[config.mk]
export PLATFORM = sky130hd
export DESIGN_NAME = jt49_seq_flat
export DESIGN_NICKNAME = d
export VERILOG_FILES = /design/src/rtl/jt49_seq_if.sv /design/src/rtl/jt49_seq.sv /design/src/flat_wrapper.sv
export SDC_FILE = /design/constraint.sdc
export NUM_CORES = 1
export LEC_CHECK = 0
export ABC_AREA = 1
export CAP_MARGIN = 5
export CORE_MARGIN = 5
export CORE_UTILIZATION = 35
export CTS_CLUSTER_DIAMETER = 40
export DETAILED_ROUTE_END_ITERATION = 10
export GPL_TIMING_DRIVEN = 1
export HOLD_SLACK_MARGIN = 0.1
export MAX_ROUTING_LAYER = met4
export PLACE_DENSITY = 0.52
export SLEW_MARGIN = 20
export SYNTH_ARGS = -nofsm -noshare
export SYNTH_HDL_FRONTEND = slang
export SYNTH_SLANG_ARGS = --single-unit
export TNS_END_PERCENT = 5
[constraint.sdc]
create_clock -name clk -period 2 [get_ports clk]
set_input_delay 0.2 -clock clk [delete_from_list [all_inputs] [get_ports clk]]
set_output_delay 0.2 -clock clk [all_outputs]
set_load 0.1 [all_outputs]
[src/rtl/jt49_seq_if.sv]
// rtl/jt49_seq_if.sv - command stream, PSG bus and read-back signals of jt49_seq
interface jt49_seq_if;
  logic        cmd_valid;
  logic        cmd_ready;
  logic [1:0]  cmd_op;
  logic [15:0] cmd_arg;
  logic [3:0]  psg_addr;
  logic        psg_cs_n;
  logic        psg_wr_n;
  logic [7:0]  psg_din;
  logic [7:0]  psg_dout;
  logic [7:0]  rd_data;
  logic        rd_valid;
  logic        busy;

  // command source and PSG model side
  modport master (
    output cmd_valid, cmd_op, cmd_arg, psg_dout,
    input  cmd_ready, psg_addr, psg_cs_n, psg_wr_n, psg_din, rd_data, rd_valid, busy
  );

  // sequencer side
  modport slave (
    input  cmd_valid, cmd_op, cmd_arg, psg_dout,
    output cmd_ready, psg_addr, psg_cs_n, psg_wr_n, psg_din, rd_data, rd_valid, busy
  );
endinterface

[src/rtl/jt49_seq.sv]
// rtl/jt49_seq.sv - queued PSG bus sequencer (write/read/wait); JT49_SEQ_READ_EN enables reads
module jt49_seq #(
  parameter int DEPTH_LOG2 = 3
) (
  input  logic    clk,
  input  logic    rst_n,
  input  logic    clk_en,
  jt49_seq_if.slave bus
);

  localparam int DEPTH = 1 << DEPTH_LOG2;
  localparam logic [DEPTH_LOG2:0] PTR_ONE = 1;

  typedef enum logic [2:0] {
    S_IDLE,
    S_WR,
`ifdef JT49_SEQ_READ_EN
    S_RD,
    S_RDCAP,
`endif
    S_WAIT
  } state_t;

  // FIFO entries are {op, arg}
  logic [17:0]         mem_q [DEPTH];
  logic [DEPTH_LOG2:0] wr_ptr_q, rd_ptr_q;
  logic                full, empty, push, pop;
  logic [1:0]          head_op;
  logic [15:0]         head_arg;

  state_t      state_q, state_d;
  logic [15:0] cnt_q, cnt_d;
  logic [3:0]  addr_q, addr_d;
  logic [7:0]  din_q, din_d;

  // extra pointer bit separates full from empty when the index bits match
  assign empty    = (wr_ptr_q == rd_ptr_q);
  assign full     = (wr_ptr_q[DEPTH_LOG2] != rd_ptr_q[DEPTH_LOG2]) &&
                    (wr_ptr_q[DEPTH_LOG2-1:0] == rd_ptr_q[DEPTH_LOG2-1:0]);
  assign push     = bus.cmd_valid && !full;
  assign head_op  = mem_q[rd_ptr_q[DEPTH_LOG2-1:0]][17:16];
  assign head_arg = mem_q[rd_ptr_q[DEPTH_LOG2-1:0]][15:0];

  // FIFO storage, written on every accepted command
  always_ff @(posedge clk) begin
    if (push) mem_q[wr_ptr_q[DEPTH_LOG2-1:0]] <= {bus.cmd_op, bus.cmd_arg};
  end

  // FIFO pointers; reset discards everything queued
  always_ff @(posedge clk) begin
    if (!rst_n) begin
      wr_ptr_q <= '0;
      rd_ptr_q <= '0;
    end else begin
      if (push) wr_ptr_q <= wr_ptr_q + PTR_ONE;
      if (pop)  rd_ptr_q <= rd_ptr_q + PTR_ONE;
    end
  end

`ifdef JT49_SEQ_READ_EN
  logic [7:0] rd_data_q, rd_data_d;
  logic       rd_valid_q, rd_valid_d;
`endif

  // next state: pop in IDLE, one-cycle strobes, clk_en-paced wait countdown
  always_comb begin
    state_d    = state_q;
    cnt_d      = cnt_q;
    addr_d     = addr_q;
    din_d      = din_q;
    pop        = 1'b0;
`ifdef JT49_SEQ_READ_EN
    rd_data_d  = rd_data_q;
    rd_valid_d = 1'b0;
`endif
    case (state_q)
      S_IDLE: begin
        if (!empty) begin
          pop = 1'b1;
          case (head_op)
            2'b00: begin
              state_d = S_WR;
              addr_d  = head_arg[11:8];
              din_d   = head_arg[7:0];
            end
`ifdef JT49_SEQ_READ_EN
            2'b01: begin
              state_d = S_RD;
              addr_d  = head_arg[11:8];
            end
`endif
            2'b10: begin
              if (head_arg != 16'd0) begin
                state_d = S_WAIT;
                cnt_d   = head_arg;
              end
            end
            default: ;
          endcase
        end
      end
      S_WR: state_d = S_IDLE;
`ifdef JT49_SEQ_READ_EN
      S_RD: state_d = S_RDCAP;
      S_RDCAP: begin
        rd_data_d  = bus.psg_dout;
        rd_valid_d = 1'b1;
        state_d    = S_IDLE;
      end
`endif
      S_WAIT: begin
        if (clk_en) begin
          cnt_d = cnt_q - 16'd1;
          if (cnt_q == 16'd1) state_d = S_IDLE;
        end
      end
      default: state_d = S_IDLE;
    endcase
  end

  // sequencer registers; reset drops any in-flight command
  always_ff @(posedge clk) begin
    if (!rst_n) begin
      state_q <= S_IDLE;
      cnt_q   <= 16'd0;
      addr_q  <= 4'd0;
      din_q   <= 8'd0;
    end else begin
      state_q <= state_d;
      cnt_q   <= cnt_d;
      addr_q  <= addr_d;
      din_q   <= din_d;
    end
  end

`ifdef JT49_SEQ_READ_EN
  // captured read value and its one-cycle valid pulse
  always_ff @(posedge clk) begin
    if (!rst_n) begin
      rd_data_q  <= 8'd0;
      rd_valid_q <= 1'b0;
    end else begin
      rd_data_q  <= rd_data_d;
      rd_valid_q <= rd_valid_d;
    end
  end

  assign bus.rd_data  = rd_data_q;
  assign bus.rd_valid = rd_valid_q;
  assign bus.psg_cs_n = !((state_q == S_WR) || (state_q == S_RD));
`else
  assign bus.rd_data  = 8'd0;
  assign bus.rd_valid = 1'b0;
  assign bus.psg_cs_n = !(state_q == S_WR);
`endif

  assign bus.psg_wr_n  = !(state_q == S_WR);
  assign bus.psg_addr  = addr_q;
  assign bus.psg_din   = din_q;
  assign bus.cmd_ready = !full;
  assign bus.busy      = !empty || (state_q != S_IDLE);

endmodule
[src/flat_wrapper.sv]
// flat-port wrapper written by rule: the top's interface ports become plain ports
module jt49_seq_flat 
#(
  parameter int DEPTH_LOG2 = 3
)
  (clk, rst_n, clk_en, bus_cmd_valid, bus_cmd_op, bus_cmd_arg, bus_psg_dout, bus_cmd_ready, bus_psg_addr, bus_psg_cs_n, bus_psg_wr_n, bus_psg_din, bus_rd_data, bus_rd_valid, bus_busy);
  jt49_seq_if bus_i ();
  input  logic clk;
  input  logic rst_n;
  input  logic clk_en;
  input wire logic [$bits(bus_i.cmd_valid)-1:0] bus_cmd_valid;
  input wire logic [$bits(bus_i.cmd_op)-1:0] bus_cmd_op;
  input wire logic [$bits(bus_i.cmd_arg)-1:0] bus_cmd_arg;
  input wire logic [$bits(bus_i.psg_dout)-1:0] bus_psg_dout;
  output wire logic [$bits(bus_i.cmd_ready)-1:0] bus_cmd_ready;
  output wire logic [$bits(bus_i.psg_addr)-1:0] bus_psg_addr;
  output wire logic [$bits(bus_i.psg_cs_n)-1:0] bus_psg_cs_n;
  output wire logic [$bits(bus_i.psg_wr_n)-1:0] bus_psg_wr_n;
  output wire logic [$bits(bus_i.psg_din)-1:0] bus_psg_din;
  output wire logic [$bits(bus_i.rd_data)-1:0] bus_rd_data;
  output wire logic [$bits(bus_i.rd_valid)-1:0] bus_rd_valid;
  output wire logic [$bits(bus_i.busy)-1:0] bus_busy;
  assign bus_i.cmd_valid = bus_cmd_valid;
  assign bus_i.cmd_op = bus_cmd_op;
  assign bus_i.cmd_arg = bus_cmd_arg;
  assign bus_i.psg_dout = bus_psg_dout;
  assign bus_cmd_ready = bus_i.cmd_ready;
  assign bus_psg_addr = bus_i.psg_addr;
  assign bus_psg_cs_n = bus_i.psg_cs_n;
  assign bus_psg_wr_n = bus_i.psg_wr_n;
  assign bus_psg_din = bus_i.psg_din;
  assign bus_rd_data = bus_i.rd_data;
  assign bus_rd_valid = bus_i.rd_valid;
  assign bus_busy = bus_i.busy;
  jt49_seq #(.DEPTH_LOG2(DEPTH_LOG2)) u_core (.clk(clk), .rst_n(rst_n), .clk_en(clk_en), .bus(bus_i));
endmodule
==> flow_summary.toml <==
[status]
outcome = "complete, but fails checks"
violations = "setup timing"

[layout]
fin_nets = 1032
post-route-util_pct = 45.71
final_common_cell = "nand2_1"
nFillCells = 2263
n_antenna_cell = 0
design_area_sq_um = 10700
syn2layout_area_growth_pct = 28.65
drive_above_1_share_pct = 19.58
mostFrequentLayoutCells = "238 x nand2_1, 144 x edfxtp_1, 109 x inv_1"

[drt]
routed_wl_um = 20520
vias = 6119
wl_per_cell_um = 15.43
ant_nets = 0
drtIter0Drc = 409
avgViaCountPerCell = 4.601
post-route-drc-count = 0
firstDrtPassIters = 5

[logic_synthesis]
synth.top_cell.area_share_pct = 52.01
syn-instance-count = 898
synth-async-reset-ratio_pct = 0
yosysWarnings = 0
synth_edf_count = 144
avgSynthCellArea_sq_um = 9.259
yosysSeqAreaShare_pct = 61.88
yosys-top-cells-area = "edfxtp_1 52%, nand2_1 12%, dfxtp_1 9.9%, nand3_1 5.7%, inv_1 4.9%"
synth_ff_type = "edfxtp_1"
syn-cell-area_sq_um = 8314
synth_top_cell_by_area = "edfxtp_1"
synth.distinct_cells = 33
ys_seq_elements = 185

[sta]
max_freq_mhz = 476.5
setup_viol = 16
skew_ns = 0.01395
rsz0062_at_grt = "yes"
hold_viol = 0
fin_crit_sh_pct = 104.9
slew_viol_final = 0
fin_ws_ns = -0.09879
min_period_ns = 2.099

[placement]
gp_congestion = 0.8253
dp_hpwl_um = 12580
place_area_sq_um = 9662
pre_cts_ws_ns = -0.06020
io_buffers = 37

[global_routing]
antenna_found_initial = 0
met1_usage_pct = 21.10
grt_remaining_overflow = 0
grt-busiest-layer = "met2"
grt_pass1_wl_um = 31010
grt_pass1_vias = 5568
track_usage_pct = 15.65
met2_usage_pct = 24.91
use_met3_pct = 3.087
grt_max_degree = 33

[clocking]
cts_buffers = 17
cts_max_level = 4
clock_latency_ns = 0.43
clock_sinks = 185
tritoncts = "yes"
cts_hold_buffers = 0
cts_buffer_depth = 2
clock-root-buffer = "clkbuf_16"
clk_pin_slew_ns = 0.08

[floorplan]
coreArea_sq_um = 23400
fp.dieArea_sq_um = 26940
start_util_pct = 35.53
die_w_um = 164.1
io_pins = 55
fp-row-count = 56
die_h_um = 164.1

[power]
leakage_nw = 4.501
ir_worst_vdd_mv = 0.7632
p_per_area_nw_per_um2 = 1399
power_mw = 14.97

[job]
cap_violations = 0

[critical_path]
cp-start-kind = "flip-flop"
path_class = "reg -> reg"
required_ns = 2.32
arrival_ns = 2.42
rr_worst_depth = 14
critical_path.max_fanout = 9
end_kind = "flip-flop"

[worst_hold_path]
min_path_cells = 4
hold_class = "in -> reg"
metrics by stage:
stage,std cells,hold WS [ns],TNS [ns]
2_1_floorplan,906,0.2989,-12.42
3_3_place_gp,1283,0.4539,-0.4698
3_5_place_dp,1283,0.4579,-0.8097
4_1_cts,1315,0.4455,-0.03670
5_1_grt,1330,0.4853,-4.335
6_report,1330,0.4565,-1.100
what timing repair did:
item                       in CTS  in global routing
setup endpoints to repair      18                100
cloned                          0                  4
buffers inserted                0                 11
resized for setup              14                 55
pin swaps                       0                 19
cells by family after synthesis:
logic type,after synthesis,synth area share (%)
flops,185,61.88
simple gates,452,22.51
xor+xnor,5,0.5267
compound gates,92,5.824
fa+ha+maj,4,0.6020
buf+inv,159,8.608
other cells,1,0.04510
final cells by class:
| type | count | area, sq um | share of cell area, % |
|---|---|---|---|
| Inverter | 113 | 431.7 | 4.036 |
| Tap cell | 319 | 399.1 | 3.731 |
| Timing Repair Buffer | 119 | 1344 | 12.56 |
| Sequential cell | 185 | 5150 | 48.15 |
| Clock inverter | 15 | 182.7 | 1.708 |
| Multi-Input combinational cell | 562 | 2764 | 25.84 |
| Clock buffer | 17 | 425.4 | 3.977 |
sequential cells by signal (all words and copies together), names as in the netlist, named ones only:
signal               cells
u_core.bus.psg_addr      4
u_core.rd_ptr_q          4
u_core.wr_ptr_q          4
u_core.state_q           2
u_core.bus.psg_din       8
u_core.cnt_q            16
u_core.mem_q           144
routing by layer:
metal  vias up  routed length, um
li1       3118                  -
met1      2881               9640
met2       108               9936
met3        12                777
met4         0                161
met5         -                  0
worst max-delay path: stages (launching register included):
cell,delay [ns]
dfxtp_4,0.47
buf_12,0.16
buf_12,0.11
nand2_1,0.07
nand3_2,0.08
nand3_2,0.08
nand2_2,0.09
nand2_1,0.10
nor2_4,0.12
nand2_2,0.09
nor2_4,0.14
nand2_4,0.11
clkbuf_16,0.18
a21oi_1,0.12
nor2_1,0.06
synthesized netlist by cell type (all sizes together), types with 4 or more instances:
cell type and number:
a21oi 39, buf 38, clkbuf 8, dfxtp 41, edfxtp 144, ha 4, inv 111, nand2 266
nand3 94, nand3b 7, nor2 76, nor3 5, o21ai 42, o22ai 4, xor2 4
power breakdown:
group,leakage (nW),total (mW),internal (mW),switching (mW)
sequential,1.65,4.73,4.48,0.254
combinational,2.56,6.77,2.53,4.23
clock,0.297,3.47,1.90,1.57
total,4.50,15.0,8.91,6.06
final timing paths:
kind                                             from                     to  slack (ns)
worst max register to register              flip-flop       u_core.cnt_q[13]        -0.1
worst min register to register  u_core.bus.psg_din[4]  u_core.bus.psg_din[4]        0.47
worst min-delay path                    bus_cmd_valid     u_core.wr_ptr_q[1]        0.46
worst max-delay path                        flip-flop       u_core.cnt_q[13]        -0.1
Note: power is estimated with default switching activity, not from simulation.
